$ cat config.mk
export PLATFORM = sky130hd
export DESIGN_NAME = btn_evt_serializer
export DESIGN_NICKNAME = d
export VERILOG_FILES = /design/src/rtl/btn_evt_pkg.sv /design/src/rtl/btn_evt_fifo.sv /design/src/rtl/btn_evt_serializer.sv
export SDC_FILE = /design/constraint.sdc
export NUM_CORES = 1
export LEC_CHECK = 0
export BUFFER_PORTS_ARGS = -buffer_cell sky130_fd_sc_hd__buf_2
export CORE_UTILIZATION = 54
export DETAILED_ROUTE_END_ITERATION = 6
export PLACE_DENSITY = 0.75
export SLEW_MARGIN = 20
export SYNTH_ARGS = -nofsm -noshare
export SYNTH_HDL_FRONTEND = slang
export SYNTH_SLANG_ARGS = --single-unit
$ cat constraint.sdc
create_clock -name clk -period 2.5 [get_ports clk]
set_input_delay 0.25 -clock clk [delete_from_list [all_inputs] [get_ports clk]]
set_output_delay 0.25 -clock clk [all_outputs]
set_load 0.01 [all_outputs]
$ cat src/rtl/btn_evt_pkg.sv
// Shared constants for the button-event serializer: button count, FSM encoding and
// the character table that maps a button index to its ASCII release character.
package btn_evt_pkg;

  localparam int unsigned NBTN  = 16;
  localparam int unsigned IDX_W = $clog2(NBTN);
  // One report is {state, change}, each NBTN bits wide.
  localparam int unsigned RPT_W = 2 * NBTN;

  typedef enum logic [1:0] {
    StIdle = 2'd0,
    StScan = 2'd1,
    StSend = 2'd2
  } state_e;

  // Release characters for bits 0..15; a press is the same letter in upper case.
  localparam logic [7:0] CHAR_TBL [NBTN] = '{
    8'h64, 8'h75, 8'h6c, 8'h72, 8'h66, 8'h68, 8'h6d, 8'h73,
    8'h74, 8'h61, 8'h62, 8'h76, 8'h77, 8'h78, 8'h79, 8'h7a
  };

  function automatic logic [7:0] btn_char(input logic [IDX_W-1:0] idx, input logic pressed);
    logic [7:0] c;
    c = CHAR_TBL[idx];
    return pressed ? (c - 8'h20) : c;
  endfunction

endpackage

$ cat src/rtl/btn_evt_fifo.sv
// Report FIFO: DEPTH entries of {state, change}. Pointers wrap naturally because
// DEPTH is a power of two. The storage array is never reset; it is only read
// through rdata while the FIFO is non-empty.
module btn_evt_fifo #(
  parameter int unsigned DEPTH = 4,
  parameter int unsigned WIDTH = 32
) (
  input  logic             clk,
  input  logic             rst_n,
  input  logic             push,
  input  logic             pop,
  input  logic [WIDTH-1:0] wdata,
  output logic [WIDTH-1:0] rdata,
  output logic             full,
  output logic             empty
);

  localparam int unsigned AW = $clog2(DEPTH);
  localparam logic [AW:0] CNT_FULL = (AW + 1)'(DEPTH);

  logic [WIDTH-1:0] mem_q [DEPTH];
  logic [AW-1:0]    wr_ptr_q, rd_ptr_q;
  logic [AW:0]      count_q;
  logic             push_en, pop_en;

  assign full    = (count_q == CNT_FULL);
  assign empty   = (count_q == '0);
  // Full/empty come from the registered count, so a push into a full FIFO is
  // refused even if a pop happens in the same cycle.
  assign push_en = push & ~full;
  assign pop_en  = pop & ~empty;
  assign rdata   = mem_q[rd_ptr_q];

  // Storage write port.
  always_ff @(posedge clk) begin
    if (push_en) begin
      mem_q[wr_ptr_q] <= wdata;
    end
  end

  // Pointers and occupancy count.
  always_ff @(posedge clk) begin
    if (!rst_n) begin
      wr_ptr_q <= '0;
      rd_ptr_q <= '0;
      count_q  <= '0;
    end else begin
      if (push_en) wr_ptr_q <= wr_ptr_q + AW'(1);
      if (pop_en)  rd_ptr_q <= rd_ptr_q + AW'(1);
      case ({push_en, pop_en})
        2'b10:   count_q <= count_q + (AW + 1)'(1);
        2'b01:   count_q <= count_q - (AW + 1)'(1);
        default: count_q <= count_q;
      endcase
    end
  end

endmodule

$ cat src/rtl/btn_evt_serializer.sv
// Turns button-change reports into a stream of single ASCII characters for a UART
// transmitter: one character per changed button, lowest bit first, upper case for
// a press and lower case for a release. Reports are queued in a small FIFO;
// reports arriving while it is full are dropped and counted in ovf_cnt.
module btn_evt_serializer
  import btn_evt_pkg::*;
#(
  parameter int unsigned DEPTH = 4
) (
  input  logic            clk,
  input  logic            rst_n,
  input  logic [NBTN-1:0] btn_rpt_state,
  input  logic [NBTN-1:0] btn_rpt_change,
  input  logic            btn_rpt_stb,
  output logic [7:0]      uart_data,
  output logic            uart_valid,
  input  logic            uart_ack,
  output logic [7:0]      ovf_cnt
);

  state_e             state_q, state_d;
  logic [NBTN-1:0]    work_state_q, work_state_d;
  logic [NBTN-1:0]    work_mask_q, work_mask_d;
  logic [7:0]         data_q, data_d;
  logic               valid_q, valid_d;
  logic [7:0]         ovf_q;

  logic               rpt_valid;
  logic               fifo_pop, fifo_full, fifo_empty;
  logic [RPT_W-1:0]   fifo_rdata;
  logic [IDX_W-1:0]   lsb_idx;

  // A strobe with an empty change mask carries nothing to report.
  assign rpt_valid = btn_rpt_stb & (|btn_rpt_change);

  btn_evt_fifo #(
    .DEPTH (DEPTH),
    .WIDTH (RPT_W)
  ) u_fifo (
    .clk   (clk),
    .rst_n (rst_n),
    .push  (rpt_valid),
    .pop   (fifo_pop),
    .wdata ({btn_rpt_state, btn_rpt_change}),
    .rdata (fifo_rdata),
    .full  (fifo_full),
    .empty (fifo_empty)
  );

  // Lowest set bit of the working mask; descending scan so the lowest index wins.
  always_comb begin
    lsb_idx = '0;
    for (int i = NBTN - 1; i >= 0; i--) begin
      if (work_mask_q[i]) lsb_idx = IDX_W'(i);
    end
  end

  // FSM state register.
  always_ff @(posedge clk) begin
    if (!rst_n) state_q <= StIdle;
    else        state_q <= state_d;
  end

  // FSM next-state logic.
  always_comb begin
    state_d = state_q;
    unique case (state_q)
      StIdle: if (!fifo_empty) state_d = StScan;
      StScan: state_d = (work_mask_q == '0) ? StIdle : StSend;
      StSend: if (valid_q && uart_ack) state_d = StScan;
      default: state_d = StIdle;
    endcase
  end

  // FSM outputs: FIFO pop, working registers and the registered UART character.
  always_comb begin
    fifo_pop     = 1'b0;
    work_state_d = work_state_q;
    work_mask_d  = work_mask_q;
    data_d       = data_q;
    valid_d      = valid_q;
    unique case (state_q)
      StIdle: begin
        if (!fifo_empty) begin
          fifo_pop     = 1'b1;
          work_state_d = fifo_rdata[RPT_W-1:NBTN];
          work_mask_d  = fifo_rdata[NBTN-1:0];
        end
      end
      StScan: begin
        if (work_mask_q != '0) begin
          data_d               = btn_char(lsb_idx, work_state_q[lsb_idx]);
          valid_d              = 1'b1;
          work_mask_d[lsb_idx] = 1'b0;
        end
      end
      StSend: begin
        if (valid_q && uart_ack) valid_d = 1'b0;
      end
      default: ;
    endcase
  end

  // Datapath registers behind the FSM.
  always_ff @(posedge clk) begin
    if (!rst_n) begin
      work_state_q <= '0;
      work_mask_q  <= '0;
      data_q       <= 8'h00;
      valid_q      <= 1'b0;
    end else begin
      work_state_q <= work_state_d;
      work_mask_q  <= work_mask_d;
      data_q       <= data_d;
      valid_q      <= valid_d;
    end
  end

  // Saturating drop counter; a report is dropped when the FIFO is already full.
  always_ff @(posedge clk) begin
    if (!rst_n) begin
      ovf_q <= 8'h00;
    end else if (rpt_valid && fifo_full && (ovf_q != 8'hff)) begin
      ovf_q <= ovf_q + 8'h01;
    end
  end

  assign uart_data  = data_q;
  assign uart_valid = valid_q;
  assign ovf_cnt    = ovf_q;

endmodule
# Word level (Yosys, flattened, before mapping)
# Memories as Yosys holds them, arrays and structs flattened. A register that Yosys moved wholly into a read port is not among the register bits.
# Cells that the tools add are included.
[totals]
ram_bits = 128
regBits = 58
input_bits = 36
n_memories = 2
elab_cells = 94
rom_bits = 128
[memory_table]
columns = ["memory", "words", "word_bits", "read_ports", "rd_ports_with_merged_regs", "write_ports", "line_no", "text"]
rows = [
  ["(no name shown)", 16, 8, 1, 0, 0, "btn_evt_pkg.sv:24", "c = CHAR_TBL[idx];"],
  ["u_fifo.mem_q", 4, 32, 1, 1, 1, "btn_evt_fifo.sv:21", "logic [WIDTH-1:0] mem_q [DEPTH];"],
]
[op_classes]
muxes = 40
n_reduce_logical = 17
add_sub_neg = 6
bitwise_logic = 8
eq_ne = 9
n_lt_le_gt_ge = 3
[op_table]
columns = ["operator", "count"]
rows = [
  ["$mux W4", 16],
  ["$mux W16", 2],
  ["$pmux W16 S2", 1],
  ["$mux W8", 3],
  ["$and A16 B16 Y16", 1],
  ["$logic_not A16 Y1", 1],
  ["$not A16 Y16", 1],
  ["$reduce_bool A16 Y1", 1],
  ["$reduce_or A16 Y1", 1],
  ["$mux W2", 5],
  ["$add A8 B1 Y8 const B", 1],
  ["$mux W1", 8],
  ["$ne A8 B8 Y1 const B", 1],
  ["$sub A8 B6 Y8 const B", 1],
  ["$ne A2 B2 Y1 const B", 3],
  ["$pmux W2 S3", 1],
  ["$pmux W3 S2", 1],
  ["$reduce_and A2 Y1", 3],
  ["$reduce_and A3 Y1", 2],
  ["$reduce_bool A2 Y1", 3],
  ["$ge A5 B5 Y1 const B", 1],
  ["$lt A4 B5 Y1 const B", 1],
  ["$not A4 Y5", 1],
  ["$add A2 B1 Y2 const B", 2],
  ["other kinds (14)", 22],
]

# Logic depth before layout (Yosys ltp)
# Gate-level depths: netlist (run 1).
[depth]
ltp_word = 24
depth_mapped = 11
ltp_nobuf = 11

# Hierarchy
# From an unflattened synthesis (run 1), not the netlist that was laid out.
[unflattened]
hier_cells = 541
area_unflattened_um2 = 7770.0
[by_module_without_submodules]
columns = ["mod", "instances", "seq_area_each_um2", "cells_per_inst", "area_each_um2"]
rows = [
  ["btn_evt_fifo", 1, 4023.9, 221, 5144.9],
  ["btn_evt_serializer", 1, 1001.0, 320, 2625.0],
]

# Worst setup path before layout (run 1)
# Ideal clock, no wire load.
[synth_path]
path_kind = "register -> register"
from = "register u_fifo.count_q[0]"
to = "register u_fifo.count_q[2]"
setup_time_ns = 0.076
arrival_time_ns = 2.469
path_stages_with_launch = 12
setup_slack_ns = -0.045
cell_sequence = "dfxtp_1 nor3_1 or3_1 clkbuf_1 inv_2 buf_2 ha_1 inv_1 fa_1 xor2_1 or3_1 a21boi_0"
[synth_via]
elab_chain_len = 6
[synth_lines]
columns = ["item", "line_no", "text"]
rows = [
  ["from (decl)", "btn_evt_fifo.sv:23", "logic [AW:0] count_q;"],
  ["from (signal assigned)", "btn_evt_fifo.sv:51", "2'b10: count_q <= count_q + (AW + 1)'(1);"],
  ["from (signal assigned)", "btn_evt_fifo.sv:52", "2'b01: count_q <= count_q - (AW + 1)'(1);"],
  ["from (signal assigned)", "btn_evt_fifo.sv:53", "default: count_q <= count_q;"],
  ["$logic_not A3 Y1 (*)", "btn_evt_fifo.sv:27", "assign empty = (count_q == '0);"],
  ["$mux W1 (*)", "btn_evt_serializer.sv:84", "if (!fifo_empty) begin"],
  ["$mux W1 (*)", "btn_evt_serializer.sv:82", "unique case (state_q)"],
  ["named net fifo_pop", "btn_evt_serializer.sv:29", "logic fifo_pop, fifo_full, fifo_empty;"],
  ["$and A1 B1 Y1 (*)", "btn_evt_fifo.sv:31", "assign pop_en = pop & ~empty;"],
  ["$eq A2 B1 Y1 / $eq A2 B2 Y1 (equally long branches)", "btn_evt_fifo.sv:50", "case ({push_en, pop_en})"],
  ["$pmux W3 S2 / $reduce_bool A2 Y1 (equally long branches)", "-", ""],
]
# Mark *: on every way through the listed nets, which the timed path passes. The rest lies on a longest branch.
# A chain may end at the register's enable or synchronous reset.

# Worst setup path after layout (run 1)
[layout_path]
from = "input btn_rpt_change[9]"
to = "register u_fifo.count_q[2]"
[layout_via]
elab_chain_len = 5
[layout_lines]
columns = ["item", "line_no", "text"]
rows = [
  ["from (decl)", "btn_evt_serializer.sv:13", "input logic [NBTN-1:0] btn_rpt_change,"],
  ["$reduce_or A16 Y1 (*)", "btn_evt_serializer.sv:34", "assign rpt_valid = btn_rpt_stb & (|btn_rpt_change);"],
  ["$and A1 B1 Y1 (*)", "btn_evt_serializer.sv:34", ""],
  ["$and A1 B1 Y1 (*)", "btn_evt_fifo.sv:30", "assign push_en = push & ~full;"],
  ["$eq A2 B1 Y1 / $eq A2 B2 Y1 (equally long branches)", "btn_evt_fifo.sv:50", ""],
  ["$pmux W3 S2 / $reduce_bool A2 Y1 (equally long branches)", "-", ""],
]
# Mark *: on every way between the ends. The rest lies on a longest branch, timed or not.

==> metrics.csv, run 1 <==
metric,value,unit
critPathKind,in2reg,
overflow,0,
netlist_instances,535,
fmax,442,MHz
hold_slack,0.0239,ns
yosysWarnings,0,
antenna_cells,0,
critPathMaxStageDelay,0.37,ns
ir_worst_vdd,0.963,mV
rr_startpoint,u_fifo.count_q[0],
hold_end,u_fifo.mem_q[2][17],
cts_resized,0,
grtUsageMet2,35.0,%
firstDrtPassIters,5,
grt_pass1_wl,24100,um
grt_max_degree,59,
die_w,122,um
hp-start,btn_rpt_state[1],
vias_per_cell,5.72,
seq_area_frac_synth,64.8,%
final-hold-violation-count,0,
synthArstFlopShare,0,%
r2r_slack,0.25,ns
cts.reportedPaths.clkPinSlew,0.07,ns
crit_required,2.84,ns
place_congestion,0.868,
reg2reg_depth,9,
worst_path_most_repeated_cell,inv_1,
end_kind,register,
worstMarginPinSlew,0.811,ns
grt_use_met1,28.7,%
min_period,2.26,ns
synth_nets,582,
power_density,1370,nW/um^2
hpwlAfterDp,9570,um
post-cts-setup-buffers,0,
crit_slowest_cell,fa_1,
status,"finished, final reports clean",
crit_buf_inv,4,
clkLatencyLatePin,0.43,ns
crit_fanout,5,
io_buffer_count,51,
fin_skew,0.0134,ns
setup_tns,0,ns
grt_pass1_vias,4634,
root_buffer,clkbuf_16,
wl,14700,um
nets,659,
clock_sinks,187,
avgSynthCellArea,14.5,sq um
antenna_found_initial,0,
relSlewSlack,45.9,%
leakage,3.19,nW
use_met3,4.73,%
vias,4602,
io_pins,53,
wl_per_cell,18.2,um
rows,43,
core,13900,sq um
design.die.area,14900,sq um
cap_violations,0,
drc,0,
hold_class,in2reg,
die-height,122,um
start_util,55.7,%
cp.arrival,2.61,ns
finalMaxSlewViolations,0,
cts_tree,yes,
netlist_area,7760,sq um
track_usage,22.0,%
cts.htree.levels,4,
ys.flop_type,edfxtp_1,
crit_path_start_kind,input pin,
rsz0062_at_grt,no,
drtAntennaViolNets,0,
hold_buffers,0,
synth_edf_count,128,
hold_depth,1,
synthToLayoutAreaGrowth,15.4,%
r2r_end,u_fifo.count_q[2],
synth_seq_cells,187,
drt_iter0_markers,336,
path_delay_family,simple AND/OR/NAND/NOR gates,
cts_buffers,17,
drive_gt1_share,27.7,%
crit_chain,buf_2 -> nor4_1 -> buf_4 -> nand4_1 -> nand2_1 -> a21oi_1 -> inv_1 -> ha_1 -> inv_1 -> fa_1 -> xor2_1 -> or3_1 -> a21boi_0,
cts.path.max_buffers,2,
setup_viol,0,
top_usage_layer,met2,
final.period_utilization,90.5,%
synth.distinct_cells,57,
==> cells by family after synthesis <==
kind of cell	count (synthesis)	synth area share, %
and+or+nand+nor	136	9.01
other	1	0.0483
adders and majority gates	11	1.87
muxes	45	11.0
AOI/OAI and AO/OA	107	9.85
DFF	187	64.8
xor gates and xnor gates	12	1.35
buffers and inverters	36	2.11
==> per-layer routing <==
| metal | up-vias | wire length (um) |
|---|---|---|
| met5 | - | 0 |
| met4 | 0 | 334 |
| met3 | 30 | 573 |
| met2 | 117 | 7310 |
| met1 | 2282 | 6440 |
| li1 | 2173 | - |
==> cell type report <==
cell class	instances	area (sq um)
clock buffers	21	440
clock inverters	11	144
fillers	979	4980
inverters	12	45.0
multi-input cells	312	2570
flip-flops and latches	187	5030
well taps	180	225
repair buffers	82	500
==> state kept, by name, summed over array words and instances (netlist names), named ones only <==
name / flops
ovf_cnt: 8
state_q: 2
u_fifo.count_q: 3
u_fifo.mem_q: 128
u_fifo.rd_ptr_q: 2
u_fifo.wr_ptr_q: 2
uart_data: 7
uart_valid: 1
work_mask_q: 16
work_state_q: 16
==> worst max-delay path by stage <==
stage	startpoint	endpoint	slack, ns	cells after the start
floorplan	u_fifo.count_q[0]	u_fifo.count_q[2]	0.03	11
global placement	btn_rpt_change[9]	u_fifo.count_q[2]	-0.08	13
detailed placement	btn_rpt_change[9]	u_fifo.count_q[2]	-0.22	13
CTS	btn_rpt_change[9]	u_fifo.count_q[2]	0.22	13
global route	btn_rpt_change[1]	u_fifo.count_q[2]	0.05	13
finish	btn_rpt_change[9]	u_fifo.count_q[2]	0.24	13
==> synth_stat cells, types with 2 or more instances <==
cell      count  area share, %
xor2_1        2           0.23
nand2b_1      2           0.16
a21boi_2      9            1.3
clkbuf_1     17           0.82
ha_1         10            1.6
o21ai_1       9           0.58
or3_1         2           0.16
o21ai_0      10           0.64
mux4_2       32            9.3
inv_1        11           0.53
nor4_1        7           0.56
a31oi_1       7           0.56
nor2b_1       5           0.40
a21boi_1     17            1.6
nor3_1        3           0.19
xnor2_1      10            1.1
nand2_1      67            3.2
mux2_2        2           0.29
and2_1       18            1.5
nand3_1       2           0.13
o31ai_1       2           0.19
nor2_1       12           0.58
dfxtp_1      59             15
nand4_1       4           0.32
mux2i_1      11            1.4
edfxtp_1    128             50
a21boi_0      7           0.68
and3_1        3           0.24
nor2_2        2           0.16
buf_2         4           0.26
a21oi_1      25            1.6
or4_4         2           0.29
buf_4         2           0.19
o21ai_2       9            1.0
==> layout by cell type (no fill, tap or decap), types with 3 or more instances in the layout <==
cell,instances
nand4_1,4
clkinvlp_4,3
and3_1,3
nor2_1,12
nor2b_1,5
buf_4,30
mux2i_1,11
o21ai_1,9
bufinv_16,3
o21ai_0,10
edfxtp_1,128
nor3_1,3
inv_1,11
ha_1,10
nor4_1,7
nand2_1,67
clkbuf_16,17
and2_1,18
mux4_2,32
a21boi_1,17
dfxtp_1,58
clkbuf_1,4
a21boi_0,7
xnor2_1,10
a21boi_2,9
a21oi_1,25
a31oi_1,7
o21ai_2,9
buf_2,51
==> stage by stage <==
| step | total power [W] | std cells | instance area (sq um) | setup slack, ns | utilization [%] |
|---|---|---|---|---|---|
| after global routing | 0.0130 | 805 | 8950 | 0.0538 | 64.2 |
| after CTS | 0.0123 | 805 | 8950 | 0.219 | 64.2 |
| after floorplan | 0.00825 | 535 | 7760 | 0.0339 | - |
| after detailed placement | 0.00959 | 773 | 8370 | -0.223 | 60.1 |
| after global placement | 0.00948 | 773 | 8370 | -0.0786 | 60.1 |
| final | 0.0123 | 805 | 8950 | 0.238 | 64.2 |
==> power by group <==
part	total [W]	internal, W	switching, W
clock	0.00268	0.00157	0.00111
combinational	0.00520	0.00213	0.00307
sequential	0.00438	0.00393	0.000451
==> worst reg2reg max path, cell delays in order, from the launching register on <==
cell and delay, ns:
dfxtp_1 0.39, nor3_1 0.09, or3_1 0.35, inv_2 0.07, ha_1 0.17, inv_1 0.06, fa_1 0.37, xor2_1 0.16
or3_1 0.31, a21boi_0 0.19
Note: power is estimated with default switching activity, not from simulation.
==> run 2: changes to the inputs <==
--- a/config.mk
+++ b/config.mk
@@ -6,9 +6,11 @@
 export NUM_CORES = 1
 export LEC_CHECK = 0
 export BUFFER_PORTS_ARGS = -buffer_cell sky130_fd_sc_hd__buf_2
-export CORE_UTILIZATION = 54
+export CELL_PAD_IN_SITES_DETAIL_PLACEMENT = 0
+export CELL_PAD_IN_SITES_GLOBAL_PLACEMENT = 2
+export CORE_UTILIZATION = 39
 export DETAILED_ROUTE_END_ITERATION = 6
-export PLACE_DENSITY = 0.75
+export PLACE_DENSITY_LB_ADDON = 0.1
 export SLEW_MARGIN = 20
 export SYNTH_ARGS = -nofsm -noshare
 export SYNTH_HDL_FRONTEND = slang
==> run 2 against run 1 <==
Hold slack improved by 0.0060 ns; worst setup slack got worse by 0.037 ns; cell count rose by 12%; clock skew fell by 0.0056 ns; critical endpoint is now uart_data[0]; non-clock buffer count rose by 9.
==> metrics.csv, run 2 (synthesized netlist as in run 1, its figures left out) <==
metric,value,unit
switchingPower,0.00491,W
die-height,143,um
power_density,1360,nW/um^2
drt_iter0_markers,327,
ir_worst_vdd,0.759,mV
start_util,39.9,%
crit_required,2.83,ns
top_register,u_fifo.mem_q,
firstDrtPassIters,7,
layout_commonest_cell,edfxtp_1,
cts.htree.levels,4,
seqPwrFrac,34.8,%
antenna_cells,0,
final.period_utilization,91.9,%
clock_sinks,187,
place_area,8600,sq um
drc,0,
cts_resized,0,
largest_reg_flops,128,
clkLatencyLatePin,0.43,ns
io_pins,53,
p_total,0.0125,W
antenna_found_initial,0,
die_w,143,um
hold_slack,0.0299,ns
vias,4640,
grt_pass1_vias,4649,
track_usage,17.5,%
setup_tns,0,ns
fin_skew,0.00780,ns
relSlewSlack,56.8,%
cts.path.max_buffers,2,
cts_buffers,17,
switching_share,39.2,%
postLayoutCellArea,9190,sq um
wl_per_cell,18.1,um
finalMaxSlewViolations,0,
rsz0062_at_grt,no,
hpwlAfterDp,10500,um
grt_max_degree,39,
final_util,47.2,%
wl,16300,um
drtAntennaViolNets,0,
cap_violations,0,
io_buffer_count,51,
critPathKind,reg2reg,
final-hold-violation-count,0,
design.die.area,20500,sq um
overflow,0,
leakage,3.25,nW
nets,668,
end_kind,register,
cts.reportedPaths.clkPinSlew,0.07,ns
layout_common_cells,"edfxtp_1, nand2_1, dfxtp_1",
drive_gt1_share,29.3,%
core,19500,sq um
grt_pass1_wl,26200,um
pwr-share-comb,43.9,%
root_buffer,clkbuf_16,
crit_fanout,8,
post-cts-setup-buffers,0,
status,"finished, final reports clean",
p_clk_share,21.3,%
hold_class,in2reg,
reg_top3,"u_fifo.mem_q: 128 flops, work_mask_q: 16 flops, work_state_q: 16 flops",
fmax,435,MHz
crit_path_start_kind,register,
intPower,0.00760,W
min_period,2.30,ns
setup_viol,0,
cts_tree,yes,
vias_per_cell,5.16,
synthToLayoutAreaGrowth,18.4,%
worstMarginPinSlew,0.647,ns
hold_buffers,0,
cp.arrival,2.62,ns
rows,51,
place_congestion,0.807,
-- run 2: cell types whose count changed in the layout (fill, tap and decap cells not counted), moves of 2 or more --
cell / previous run / this run
clkbuf_1: 4 / 0
clkinv_8: 0 / 2
buf_4: 30 / 34
clkinv_4: 0 / 3
inv_8: 0 / 2
bufinv_16: 3 / 1
buf_12: 1 / 6
-- run 2: worst paths after layout --
| kind | from | end | slack, ns | cells past startpoint |
|---|---|---|---|---|
| max | work_mask_q[14] | uart_data[0] | 0.20 | 9 |
| min reg2reg | work_state_q[9] | work_state_q[9] | 0.45 | 2 |
| min | btn_rpt_state[2] | u_fifo.mem_q[1][18] | 0.03 | 1 |
| max reg2reg | work_mask_q[14] | uart_data[0] | 0.20 | 9 |
-- run 2: layout make-up --
class | instances | area (sq um)
fillers | 1760 | 10300
flip-flops and latches | 187 | 5030
multi-input cells | 312 | 2570
repair buffers | 91 | 631
clock buffers | 17 | 425
well taps | 265 | 332
clock inverters | 15 | 161
inverters | 12 | 45.0
-- run 2: worst max-delay path, stage by stage (launching register included) --
cell and delay, ns:
dfxtp_1 0.42, inv_1 0.06, a21oi_1 0.16, o311a_1 0.18
o22a_1 0.35, inv_1 0.15, ha_1 0.24, a222oi_1 0.39
nand2_1 0.11, o211a_1 0.14
-- run 2: routing by layer --
layer	wire [um]	share of wire, %	track usage (%)
met1	7640	47	23.5
met2	7820	48	28.0
met3	603	3.7	3.89
met4	236	1.4	6.17
met5	0	0	0
-- run 2: power by group through the flow --
stage	registers, W	clock network [W]	logic [W]
after global placement	0.00442	0	0.00558
final	0.00436	0.00266	0.00549
after CTS	0.00436	0.00275	0.00558
after floorplan	0.00432	0	0.00393
after detailed placement	0.00443	0	0.00556
after global routing	0.00444	0.00288	0.00609
-- run 2: through the flow --
step           worst slack [ns]  cells
6_report                  0.201    899
5_1_grt                  0.0458    899
4_1_cts                   0.215    899
3_5_place_dp             -0.135    867
3_3_place_gp            -0.0503    867
2_1_floorplan            0.0339    535
==> run 3: changes to the inputs <==
--- a/config.mk
+++ b/config.mk
@@ -9,8 +9,9 @@
 export CELL_PAD_IN_SITES_DETAIL_PLACEMENT = 0
 export CELL_PAD_IN_SITES_GLOBAL_PLACEMENT = 2
 export CORE_UTILIZATION = 39
+export CTS_CLUSTER_SIZE = 14
 export DETAILED_ROUTE_END_ITERATION = 6
-export PLACE_DENSITY_LB_ADDON = 0.1
+export PLACE_DENSITY = 0.76
 export SLEW_MARGIN = 20
 export SYNTH_ARGS = -nofsm -noshare
 export SYNTH_HDL_FRONTEND = slang
==> run 3 against run 2 <==
Die area unchanged; worst setup slack got worse by 0.0055 ns; wire length decreased by 3.5%; clock skew grew 0.0039 ns; power is essentially flat; critical endpoint is now u_fifo.count_q[2]; largest power group unchanged.
==> metrics.csv, run 3 (synthesized netlist as in run 1, its figures left out) <==
metric,value,unit
status,"finished, final reports clean",
end_kind,register,
final-hold-violation-count,0,
cts.path.max_buffers,2,
start_util,39.9,%
cts_tree,yes,
root_buffer,clkbuf_16,
layout_commonest_cell,edfxtp_1,
track_usage,16.9,%
largest_reg_flops,128,
power_density,1360,nW/um^2
worstMarginPinSlew,0.745,ns
critPathKind,in2reg,
top_register,u_fifo.mem_q,
io_pins,53,
finalMaxSlewViolations,0,
io_buffer_count,51,
ir_worst_vdd,0.776,mV
cts.reportedPaths.clkPinSlew,0.07,ns
post-place-ws,-0.317,ns
firstDrtPassIters,4,
drt_iter0_markers,270,
place_congestion,0.869,
wl,15700,um
cts.htree.levels,4,
overflow,0,
cts_buffers,17,
setup_viol,0,
grt_pass1_vias,4749,
final.period_utilization,92.2,%
antenna_cells,0,
hold_class,in2reg,
setup_tns,0,ns
hpwlAfterDp,10600,um
rsz0062_at_grt,no,
vias_per_cell,5.09,
drtAntennaViolNets,0,
reg_top3,"u_fifo.mem_q: 128 flops, work_mask_q: 16 flops, work_state_q: 16 flops",
cap_violations,0,
die-height,143,um
die_w,143,um
antenna_found_initial,0,
drc,0,
cp.arrival,2.65,ns
wl_per_cell,17.5,um
leakage,3.26,nW
crit_path_start_kind,input pin,
nets,670,
fin_skew,0.0117,ns
layout_common_cells,"edfxtp_1, nand2_1, dfxtp_1",
clock_sinks,187,
drive_gt1_share,29.2,%
design.die.area,20500,sq um
setup_ws,0.196,ns
min_period,2.30,ns
core,19500,sq um
grt_max_degree,49,
n_fill_cell,1705,
synthToLayoutAreaGrowth,18.3,%
fmax,434,MHz
crit_fanout,5,
grt_pass1_wl,25800,um
crit_required,2.85,ns
hold_buffers,0,
rows,51,
clkLatencyLatePin,0.43,ns
vias,4589,
relSlewSlack,50.4,%
[run 3: cell types whose count changed in the layout (fill, tap and decap cells not counted), sizes merged]
| cell | previous run | this run |
|---|---|---|
| clkbuf | 17 | 21 |
| clkinv | 7 | 3 |
| buf | 91 | 93 |
| clkinvlp | 2 | 0 |
| bufinv | 1 | 2 |
| inv | 17 | 18 |
[run 3: final timing paths]
check	slack (ns)	cells past startpoint	endpoint	start
max	0.20	14	u_fifo.count_q[2]	btn_rpt_change[13]
max reg2reg	0.24	9	u_fifo.count_q[2]	u_fifo.count_q[0]
min	0.03	1	u_fifo.mem_q[2][17]	btn_rpt_state[1]
min reg2reg	0.45	2	work_state_q[0]	work_state_q[0]
[run 3: what timing repair did]
item                                   4_1_cts  5_1_grt
endpoints found under the hold margin        0        0
setup buffers                                0        0
resized for setup                            0        1
setup endpoints to repair                    0        1
[run 3: final cells by class]
cell class	count	area, sq um	area share, %
Sequential cell	187	5030	54.8
Multi-Input combinational cell	312	2580	28.1
Timing Repair Buffer	93	621	6.76
Clock buffer	21	440	4.80
Tap cell	265	332	3.61
Clock inverter	11	136	1.49
Inverter	12	45.0	0.491
[run 3: metal layers]
layer	track usage, %	routed length, um
met1	22.2	7340
met2	27.4	7550
met3	3.12	460
met4	7.13	376
met5	0	0
[run 3: power by group]
group          total (W)  internal (W)  switching, W
Clock            0.00269       0.00150       0.00119
Sequential       0.00433       0.00392      0.000408
Combinational    0.00548       0.00226       0.00323
[run 3: worst max-delay path, cell delays in order]
cell and delay, ns:
buf_2 0.13, nor4_1 0.34, buf_4 0.17, nand4_1 0.13, buf_4 0.18, nand2_1 0.08, a21oi_1 0.06, inv_1 0.06
ha_1 0.16, inv_1 0.05, fa_1 0.37, xor2_1 0.16, or3_1 0.32, a21boi_0 0.18
[run 3: stage by stage]
step	cells	util, %	instance area (sq um)	total power, W	hold WS (ns)
after global routing	901	47.2	9180	0.0134	0.0196
after CTS	901	47.1	9170	0.0126	0.0171
after detailed placement	869	44.2	8590	0.00992	0.445
after floorplan	535	-	7760	0.00825	0.349
final	901	47.2	9180	0.0125	0.0274
after global placement	869	44.2	8590	0.00988	0.444
